$ cat src/rtl/proc_pkg.sv
// Package proc_pkg
//  Shared definitions for the multi-cycle control path: opcode values, FSM
//  state encoding, ALU function codes, register-destination and write-back
//  source selectors, plus small opcode-classification helpers.
//  The legal opcode set is the contiguous range OP_ADD..OP_LW, with
//  OP_STOP (all zeros) as the halt word.
package proc_pkg;

   // Opcodes, instruction bits [31:26]
   localparam logic [5:0] OP_STOP = 6'd0;
   localparam logic [5:0] OP_ADD  = 6'd1;
   localparam logic [5:0] OP_SUB  = 6'd2;
   localparam logic [5:0] OP_AND  = 6'd3;
   localparam logic [5:0] OP_OR   = 6'd4;
   localparam logic [5:0] OP_ADDI = 6'd5;
   localparam logic [5:0] OP_SLL  = 6'd6;
   localparam logic [5:0] OP_SRL  = 6'd7;
   localparam logic [5:0] OP_SLT  = 6'd8;
   localparam logic [5:0] OP_MFHI = 6'd9;
   localparam logic [5:0] OP_MFLO = 6'd10;
   localparam logic [5:0] OP_MULT = 6'd11;
   localparam logic [5:0] OP_DIV  = 6'd12;
   localparam logic [5:0] OP_BEQ  = 6'd13;
   localparam logic [5:0] OP_BNE  = 6'd14;
   localparam logic [5:0] OP_BGT  = 6'd15;
   localparam logic [5:0] OP_BLT  = 6'd16;
   localparam logic [5:0] OP_BGE  = 6'd17;
   localparam logic [5:0] OP_BLE  = 6'd18;
   localparam logic [5:0] OP_J    = 6'd19;
   localparam logic [5:0] OP_JAL  = 6'd20;
   localparam logic [5:0] OP_JR   = 6'd21;
   localparam logic [5:0] OP_SW   = 6'd22;
   localparam logic [5:0] OP_LW   = 6'd23;

   typedef enum logic [2:0] {
      ST_IDLE   = 3'd0,
      ST_FETCH  = 3'd1,
      ST_DECODE = 3'd2,
      ST_EXEC   = 3'd3,
      ST_MEM    = 3'd4,
      ST_MULDIV = 3'd5,
      ST_WB     = 3'd6,
      ST_HALT   = 3'd7
   } state_t;

   // ALU function codes; ALU_NOP is what alu_op shows outside EXEC
   localparam logic [3:0] ALU_NOP = 4'd0;
   localparam logic [3:0] ALU_ADD = 4'd1;
   localparam logic [3:0] ALU_SUB = 4'd2;
   localparam logic [3:0] ALU_AND = 4'd3;
   localparam logic [3:0] ALU_OR  = 4'd4;
   localparam logic [3:0] ALU_SLL = 4'd5;
   localparam logic [3:0] ALU_SRL = 4'd6;
   localparam logic [3:0] ALU_SLT = 4'd7;

   // Register-file destination select
   localparam logic [1:0] RD_RD = 2'd0;
   localparam logic [1:0] RD_RT = 2'd1;
   localparam logic [1:0] RD_RA = 2'd2;

   // Write-back source select
   localparam logic [1:0] WB_ALU  = 2'd0;
   localparam logic [1:0] WB_MEM  = 2'd1;
   localparam logic [1:0] WB_LINK = 2'd2;
   localparam logic [1:0] WB_HILO = 2'd3;

   function automatic logic op_legal(input logic [5:0] op);
      return (op >= OP_ADD) && (op <= OP_LW);
   endfunction

   function automatic logic [3:0] op_alu(input logic [5:0] op);
      logic [3:0] f;
      f = ALU_NOP;
      case (op)
         OP_ADD, OP_ADDI, OP_LW, OP_SW:                      f = ALU_ADD;
         OP_SUB, OP_BEQ, OP_BNE, OP_BGT, OP_BLT, OP_BGE, OP_BLE: f = ALU_SUB;
         OP_AND:                                             f = ALU_AND;
         OP_OR:                                              f = ALU_OR;
         OP_SLL:                                             f = ALU_SLL;
         OP_SRL:                                             f = ALU_SRL;
         OP_SLT:                                             f = ALU_SLT;
         default:                                            f = ALU_NOP;
      endcase
      return f;
   endfunction

   // Operand B comes from the sign-extended immediate (shift amounts included)
   function automatic logic op_uses_imm(input logic [5:0] op);
      return (op == OP_ADDI) || (op == OP_SLL) || (op == OP_SRL) ||
             (op == OP_LW)   || (op == OP_SW);
   endfunction

   // Immediate-form ALU ops write rt; register-form ops write rd
   function automatic logic [1:0] op_reg_dst(input logic [5:0] op);
      return ((op == OP_ADDI) || (op == OP_SLL) || (op == OP_SRL)) ? RD_RT : RD_RD;
   endfunction

   function automatic logic [1:0] op_wb_sel(input logic [5:0] op);
      return ((op == OP_MFHI) || (op == OP_MFLO)) ? WB_HILO : WB_ALU;
   endfunction

endpackage

$ cat src/rtl/comparador_desvio.sv
// Module comparador_desvio
//  Combinational branch resolution. Compares rs_dado against rt_dado as
//  signed 32-bit values and raises taken when the condition of the branch
//  opcode holds. Non-branch opcodes give taken = 0.
// Ports
//  opcode   in  6   instruction bits [31:26]
//  rs_dado  in  32  register-file read of rs
//  rt_dado  in  32  register-file read of rt
//  taken    out 1   branch condition satisfied
module comparador_desvio
   import proc_pkg::*;
(
   input  logic [5:0]  opcode,
   input  logic [31:0] rs_dado,
   input  logic [31:0] rt_dado,
   output logic        taken
);

   logic signed [31:0] a_s;
   logic signed [31:0] b_s;

   assign a_s = rs_dado;
   assign b_s = rt_dado;

   always_comb begin
      taken = 1'b0;
      case (opcode)
         OP_BEQ:  taken = (a_s == b_s);
         OP_BNE:  taken = (a_s != b_s);
         OP_BGT:  taken = (a_s >  b_s);
         OP_BLT:  taken = (a_s <  b_s);
         OP_BGE:  taken = (a_s >= b_s);
         OP_BLE:  taken = (a_s <= b_s);
         default: taken = 1'b0;
      endcase
   end

endmodule

$ cat src/rtl/controle_multiciclo.sv
// Module controle_multiciclo
//  Multi-cycle control FSM. Owns the PC, latches each instruction into ir,
//  decodes opcode[31:26] and sequences ALU, register file, data memory and
//  mult/div unit through FETCH/DECODE/EXEC/MEM/MULDIV/WB. Branches and jumps
//  are resolved here. The all-zero word halts the machine until reset_n.
//  All outputs are registered.
// Configuration
//  TRAP_ILLEGAL_EN  defined: opcodes outside the legal set halt with ilegal=1.
//                   undefined: they run as a 3-cycle NOP; ilegal is tied 0.
// Parameters
//  PC_W      implemented PC bits (upper endereco_pc bits are zero), PC_W < 32
//  RESET_PC  PC loaded on reset and on start
// Ports
//  clock, reset_n          clock and asynchronous active-low reset
//  start                   IDLE -> FETCH, PC := RESET_PC
//  instrucao               instruction word at endereco_pc
//  rs_dado, rt_dado        register-file reads of rs / rt
//  mem_pronto              data-memory done
//  muldiv_pronto           mult/div done
//  endereco_pc, ir         instruction address and instruction register
//  alu_op, alu_src_imm     ALU control (alu_op nonzero only in EXEC)
//  reg_write, reg_dst,     register-file write strobe, destination and
//  wb_sel                  write-back source
//  mem_read, mem_write     held through MEM for lw / sw
//  muldiv_start            one-cycle start pulse in EXEC
//  halted, ilegal          status
module controle_multiciclo
   import proc_pkg::*;
#(
   parameter int PC_W     = 8,
   parameter int RESET_PC = 0
) (
   input  logic        clock,
   input  logic        reset_n,
   input  logic        start,
   input  logic [31:0] instrucao,
   input  logic [31:0] rs_dado,
   input  logic [31:0] rt_dado,
   input  logic        mem_pronto,
   input  logic        muldiv_pronto,
   output logic [31:0] endereco_pc,
   output logic [31:0] ir,
   output logic [3:0]  alu_op,
   output logic        alu_src_imm,
   output logic        reg_write,
   output logic [1:0]  reg_dst,
   output logic [1:0]  wb_sel,
   output logic        mem_read,
   output logic        mem_write,
   output logic        muldiv_start,
   output logic        halted,
   output logic        ilegal
);

   localparam logic [PC_W-1:0] RESET_PC_V = PC_W'(RESET_PC);

   state_t          state_reg;
   logic [PC_W-1:0] pc_reg;
   logic [31:0]     ir_reg;
   logic [3:0]      alu_op_reg;
   logic            alu_src_imm_reg;
   logic            reg_write_reg;
   logic [1:0]      reg_dst_reg;
   logic [1:0]      wb_sel_reg;
   logic            mem_read_reg;
   logic            mem_write_reg;
   logic            muldiv_start_reg;
   logic            halted_reg;

   logic [5:0]      opcode;
   logic [PC_W-1:0] pc_plus1;
   logic [PC_W-1:0] imm_pc;
   logic [PC_W-1:0] branch_next;
   logic            taken;

   assign opcode   = ir_reg[31:26];
   assign pc_plus1 = pc_reg + PC_W'(1);
   // Offset truncated to PC_W bits: the add is already modulo 2**PC_W
   assign imm_pc   = PC_W'({{16{ir_reg[15]}}, ir_reg[15:0]});

   comparador_desvio u_comparador (
      .opcode  (opcode),
      .rs_dado (rs_dado),
      .rt_dado (rt_dado),
      .taken   (taken)
   );

   assign branch_next = taken ? (pc_plus1 + imm_pc) : pc_plus1;

`ifdef TRAP_ILLEGAL_EN
   logic ilegal_reg;
   assign ilegal = ilegal_reg;
`else
   assign ilegal = 1'b0;
`endif

   always_ff @(posedge clock or negedge reset_n) begin
      if (!reset_n) begin
         state_reg        <= ST_IDLE;
         pc_reg           <= RESET_PC_V;
         ir_reg           <= '0;
         alu_op_reg       <= ALU_NOP;
         alu_src_imm_reg  <= 1'b0;
         reg_write_reg    <= 1'b0;
         reg_dst_reg      <= RD_RD;
         wb_sel_reg       <= WB_ALU;
         mem_read_reg     <= 1'b0;
         mem_write_reg    <= 1'b0;
         muldiv_start_reg <= 1'b0;
         halted_reg       <= 1'b0;
`ifdef TRAP_ILLEGAL_EN
         ilegal_reg       <= 1'b0;
`endif
      end else begin
         // Strobes live for exactly the one state that sets them
         alu_op_reg       <= ALU_NOP;
         reg_write_reg    <= 1'b0;
         muldiv_start_reg <= 1'b0;

         case (state_reg)
            ST_IDLE: begin
               if (start) begin
                  pc_reg    <= RESET_PC_V;
                  state_reg <= ST_FETCH;
               end
            end

            ST_FETCH: begin
               ir_reg          <= instrucao;
               alu_src_imm_reg <= 1'b0;
               reg_dst_reg     <= RD_RD;
               wb_sel_reg      <= WB_ALU;
               state_reg       <= ST_DECODE;
            end

            ST_DECODE: begin
               if (opcode == OP_STOP) begin
                  halted_reg <= 1'b1;
                  state_reg  <= ST_HALT;
               end
`ifdef TRAP_ILLEGAL_EN
               else if (!op_legal(opcode)) begin
                  halted_reg <= 1'b1;
                  ilegal_reg <= 1'b1;
                  state_reg  <= ST_HALT;
               end
`endif
               else begin
                  // EXEC controls are registered here so they are valid
                  // for the whole EXEC cycle
                  alu_op_reg       <= op_alu(opcode);
                  alu_src_imm_reg  <= op_uses_imm(opcode);
                  muldiv_start_reg <= (opcode == OP_MULT) || (opcode == OP_DIV);
                  state_reg        <= ST_EXEC;
               end
            end

            ST_EXEC: begin
               case (opcode)
                  OP_ADD, OP_SUB, OP_AND, OP_OR, OP_ADDI, OP_SLL, OP_SRL,
                  OP_SLT, OP_MFHI, OP_MFLO: begin
                     reg_write_reg <= 1'b1;
                     reg_dst_reg   <= op_reg_dst(opcode);
                     wb_sel_reg    <= op_wb_sel(opcode);
                     state_reg     <= ST_WB;
                  end
                  OP_BEQ, OP_BNE, OP_BGT, OP_BLT, OP_BGE, OP_BLE: begin
                     pc_reg    <= branch_next;
                     state_reg <= ST_FETCH;
                  end
                  OP_J: begin
                     pc_reg    <= ir_reg[PC_W-1:0];
                     state_reg <= ST_FETCH;
                  end
                  OP_JAL: begin
                     // PC is kept until the end of WB so the link value
                     // (PC+1) is still available to the datapath
                     reg_write_reg <= 1'b1;
                     reg_dst_reg   <= RD_RA;
                     wb_sel_reg    <= WB_LINK;
                     state_reg     <= ST_WB;
                  end
                  OP_JR: begin
                     pc_reg    <= rs_dado[PC_W-1:0];
                     state_reg <= ST_FETCH;
                  end
                  OP_LW: begin
                     mem_read_reg <= 1'b1;
                     state_reg    <= ST_MEM;
                  end
                  OP_SW: begin
                     mem_write_reg <= 1'b1;
                     state_reg     <= ST_MEM;
                  end
                  OP_MULT, OP_DIV: begin
                     state_reg <= ST_MULDIV;
                  end
                  default: begin
                     // Untrapped illegal opcode: behaves as a NOP
                     pc_reg    <= pc_plus1;
                     state_reg <= ST_FETCH;
                  end
               endcase
            end

            ST_MEM: begin
               if (mem_pronto) begin
                  mem_read_reg  <= 1'b0;
                  mem_write_reg <= 1'b0;
                  if (opcode == OP_LW) begin
                     reg_write_reg <= 1'b1;
                     reg_dst_reg   <= RD_RT;
                     wb_sel_reg    <= WB_MEM;
                     state_reg     <= ST_WB;
                  end else begin
                     pc_reg    <= pc_plus1;
                     state_reg <= ST_FETCH;
                  end
               end
            end

            ST_MULDIV: begin
               if (muldiv_pronto) begin
                  pc_reg    <= pc_plus1;
                  state_reg <= ST_FETCH;
               end
            end

            ST_WB: begin
               pc_reg    <= (opcode == OP_JAL) ? ir_reg[PC_W-1:0] : pc_plus1;
               state_reg <= ST_FETCH;
            end

            ST_HALT: begin
               state_reg <= ST_HALT;
            end

            default: begin
               state_reg <= ST_IDLE;
            end
         endcase
      end
   end

   assign endereco_pc  = {{(32-PC_W){1'b0}}, pc_reg};
   assign ir           = ir_reg;
   assign alu_op       = alu_op_reg;
   assign alu_src_imm  = alu_src_imm_reg;
   assign reg_write    = reg_write_reg;
   assign reg_dst      = reg_dst_reg;
   assign wb_sel       = wb_sel_reg;
   assign mem_read     = mem_read_reg;
   assign mem_write    = mem_write_reg;
   assign muldiv_start = muldiv_start_reg;
   assign halted       = halted_reg;

endmodule
$ cat config.mk
export PLATFORM = sky130hd
export DESIGN_NAME = controle_multiciclo
export DESIGN_NICKNAME = d
export VERILOG_FILES = /design/src/rtl/proc_pkg.sv /design/src/rtl/comparador_desvio.sv /design/src/rtl/controle_multiciclo.sv
export SDC_FILE = /design/constraint.sdc
export NUM_CORES = 1
export LEC_CHECK = 0
export ABC_CLOCK_PERIOD_IN_PS = 5300
export CAP_MARGIN = 20
export CORE_UTILIZATION = 45
export DETAILED_ROUTE_END_ITERATION = 8
export DONT_BUFFER_PORTS = 1
export GPL_TIMING_DRIVEN = 1
export HOLD_SLACK_MARGIN = 0.1
export SLEW_MARGIN = 20
export SYNTH_ARGS = -nofsm -noshare
export SYNTH_HDL_FRONTEND = slang
export SYNTH_SLANG_ARGS = --single-unit
$ cat constraint.sdc
create_clock -name clock -period 5.3 [get_ports clock]
set_input_delay 0.53 -clock clock [delete_from_list [all_inputs] [get_ports clock]]
set_output_delay 0.53 -clock clock [all_outputs]
set_load 0.03 [all_outputs]
==> metrics.cfg <==
[clock_tree]
clk_pin_slew_ns = 0.12
clock_path_buffers = 2
cts_buffers = 5
root_buffer = clkbuf_8
worst_skew_pair.late_latency_ns = 0.33
cts_num_sinks = 56
cts_resized = 0
cts_tree = done
htreeDepth = 2

[logic_synthesis]
synthMuxAreaShare = 0.0936
synth_edf_count = 0
synth-compound-area-share = 0.186
synth-async-reset-ratio = 1.00
synthesis.area_um2 = 4490
seq_area_frac_synth = 0.312
avgSynthCellArea_um2 = 9.11
syn-instance-count = 493
ys_warn_count = 0
synth_top_family_by_area = compound AO/OA/AOI/OAI gates
synth_seq_cells = 56
synth-xor-area-share = 0.0254
synth_flop_cell = dfrtp_1
yosys.area_share.simple = 0.148
synth_cell_types = 65
synthAdderAreaFrac = 0.135

[global_routing]
grt_max_degree = 57
grt-ovfl-total = 0
antenna_found_initial = 0
grt_pass1_vias = 3375
gr-usage-all-layers = 0.204
grt_pass1_wl_um = 16500

[finish]
final_nets = 637
multi_input_area_um2 = 2750
final_layout_size_suffix_gt1_frac = 0.112
area_delta_synth_final_pct = 3.37
fill_cells = 936
register_area_um2 = 1400
largest_reg_flops = 32
diodes = 0

[worst_setup_path]
arrival_ns = 3.61
cp-end-kind = flop
cp_cell_sequence = inv_1, ha_1, or3_4, a21oi_2, o21ai_0, a221o_1, nor4_1, o221a_2, o21ai_0, a22oi_1, nand2_1
path_max_fanout = 16
crit_path_frequent_cell = o21ai_0
crit_required_ns = 5.53
critPathKind = reg -> reg
crit_slowest_cell = dfrtp_1
max_stage_delay_ns = 0.63
cp-start-kind = flop

[die]
start_util = 0.462
die_w_um = 102
rows = 36
core_um2 = 9730
io_pins = 180
dieHeight_um = 102
die-area_um2 = 10400

[timing]
fin_setup_tns_ns = 0
max_freq_ghz = 0.296
relSlewSlack = 0.430
worstMarginPinSlew_ns = 0.851
finClkSkew_ns = 0.0172
post-route-period-util = 0.637
period_minus_slack_ns = 3.38
timing.hold.ws_ns = 0.323
rsz0062_at_grt = no
setup_viol = 0
drv_slew = 0
hold_viol_final = 0

[route]
firstDrtPassIters = 7
ant_nets = 0
post_drt_wl_per_cell_um = 17.0
drt-initial-drc-count = 286
routed_wl_um = 10600
vias = 3567
vias_per_cell = 5.73
drc = 0

[power]
peakVddDrop_mv = 0.330
power_density_nw_per_um2 = 629
p_leak_nw = 2.09

[placed_design]
hpwl_um = 8220
gp_congestion = 0.843
portBuffers = 0

[job]
cap_violations = 0

[worst_hold_path]
hp-class = in -> reg

[run_status]
status = completed

## repair_timing
action	in CTS	in global routing
hold endpoints to repair	56	0
setup buffers	0	0
hold buffers	2	0
## metal layers
| layer | vias to the layer above | share of wire | global-route usage |
|---|---|---|---|
| li1 | 1722 | - | - |
| met5 | - | 0 | 0 |
| met1 | 1664 | 0.44 | 0.269 |
| met4 | 0 | 0.013 | 0.0582 |
| met2 | 171 | 0.48 | 0.343 |
| met3 | 10 | 0.074 | 0.0390 |
## power breakdown
group	internal, mW	switching, mW
clock	0.0999	0.160
sequential	0.618	0.643
combinational	0.641	0.756
## worst paths after layout
path                                    startpoint                    end  slack (ns)  cells after the start
worst min-delay path                  instrucao[1]      ir[1]$_DFFE_PN0P_        0.32                      2
min in group asynchronous                  reset_n  pc_reg[5]$_DFFE_PN0P_        0.76                      2
worst max-delay path            ir[27]$_DFFE_PN0P_  pc_reg[5]$_DFFE_PN0P_        1.92                     11
worst max register to register  ir[27]$_DFFE_PN0P_  pc_reg[5]$_DFFE_PN0P_        1.92                     11
max in group asynchronous                  reset_n    alu_op[0]$_DFF_PN0_        4.28                      2
worst min register to register  halted$_DFFE_PN0P_     halted$_DFFE_PN0P_        0.71                      1
## Yosys cell counts, types with 2 or more instances
cell / n / share of area
o211ai_1: 5 / 0.0084
nand2b_1: 7 / 0.0098
nand2_1: 40 / 0.033
and2_1: 4 / 0.0056
mux2_2: 28 / 0.070
nor4_1: 2 / 0.0028
buf_2: 2 / 0.0022
ha_1: 47 / 0.13
and3_1: 4 / 0.0056
o31ai_1: 3 / 0.0050
a222oi_1: 8 / 0.018
nand3_1: 9 / 0.010
o21ai_1: 3 / 0.0033
o32ai_1: 2 / 0.0039
nor3_1: 9 / 0.010
xnor2_1: 8 / 0.016
buf_4: 27 / 0.045
nor2_1: 24 / 0.020
xor2_1: 5 / 0.0098
clkbuf_1: 11 / 0.0092
o21a_1: 3 / 0.0050
o221ai_1: 4 / 0.0078
dfrtp_1: 56 / 0.31
inv_1: 44 / 0.037
a21oi_1: 32 / 0.036
a21o_1: 5 / 0.0084
a2111oi_0: 2 / 0.0039
nor2b_1: 7 / 0.0098
a22oi_1: 3 / 0.0050
a41oi_2: 2 / 0.0072
o21ai_0: 36 / 0.040
buf_6: 2 / 0.0050
nand4_1: 9 / 0.013
mux2i_1: 9 / 0.020
## critical path: cells and delay by family (launching register included)
family | cells | cell delay (ns)
flip-flops | 1 | 0.63
buffers and inverters | 1 | 0.19
adder cells (fa/ha/maj) | 1 | 0.31
AND/OR/NAND/NOR | 3 | 0.81
AO/OA/AOI/OAI | 6 | 1.35
## cell type report
type	instances	share of cell area
multi-input cells	376	0.592
flip-flops and latches	56	0.302
well taps	133	0.0358
inverters	44	0.0356
clock buffers	5	0.0148
repair buffers	5	0.0129
clock inverters	3	0.00728
## cells in the final DEF (no fill, tap or decap), types with 2 or more instances in the layout
cell	count
nor2b_1	7
nand4_1	9
o31ai_1	3
o21a_1	3
o32ai_1	2
a22oi_1	3
xor2_1	5
nor4_1	2
o21ai_0	36
mux2i_1	9
a21oi_1	32
ha_1	47
and2_1	4
nor3_1	8
nand3_1	9
conb_1	26
nand2_1	40
inv_1	44
o221ai_1	4
nor2_1	24
a21o_1	5
a41oi_2	2
nand2b_1	7
dfrtp_1	56
and3_1	4
o211ai_1	5
o21ai_1	3
xnor2_1	8
mux2_2	28
a2111oi_0	2
buf_4	3
clkbuf_8	5
a222oi_1	8
## kinds of logic (layout without fill, tap and decap cells)
| kind of cell | count (synthesis) | after routing |
|---|---|---|
| xor+xnor | 13 | 13 |
| flops | 56 | 56 |
| buf+inv | 86 | 57 |
| mux | 38 | 38 |
| simple gates | 127 | 127 |
| compound gates | 124 | 124 |
| fa+ha+maj | 48 | 48 |
| other cells | 1 | 26 |
## metrics by stage
| stage | util | power, mW | instance area, um2 | setup slack, ns | cells |
|---|---|---|---|---|---|
| final | 0.477 | 2.92 | 4640 | 1.92 | 622 |
| after global routing | 0.477 | 3.15 | 4640 | 1.73 | 622 |
| after CTS | 0.477 | 2.93 | 4640 | 1.97 | 622 |
| after detailed placement | 0.463 | 2.65 | 4500 | 1.99 | 612 |
| after global placement | 0.462 | 2.61 | 4490 | 2.12 | 611 |
| after floorplan | - | 2.35 | 4580 | 2.39 | 518 |
(Power assumes the default switching activity.)
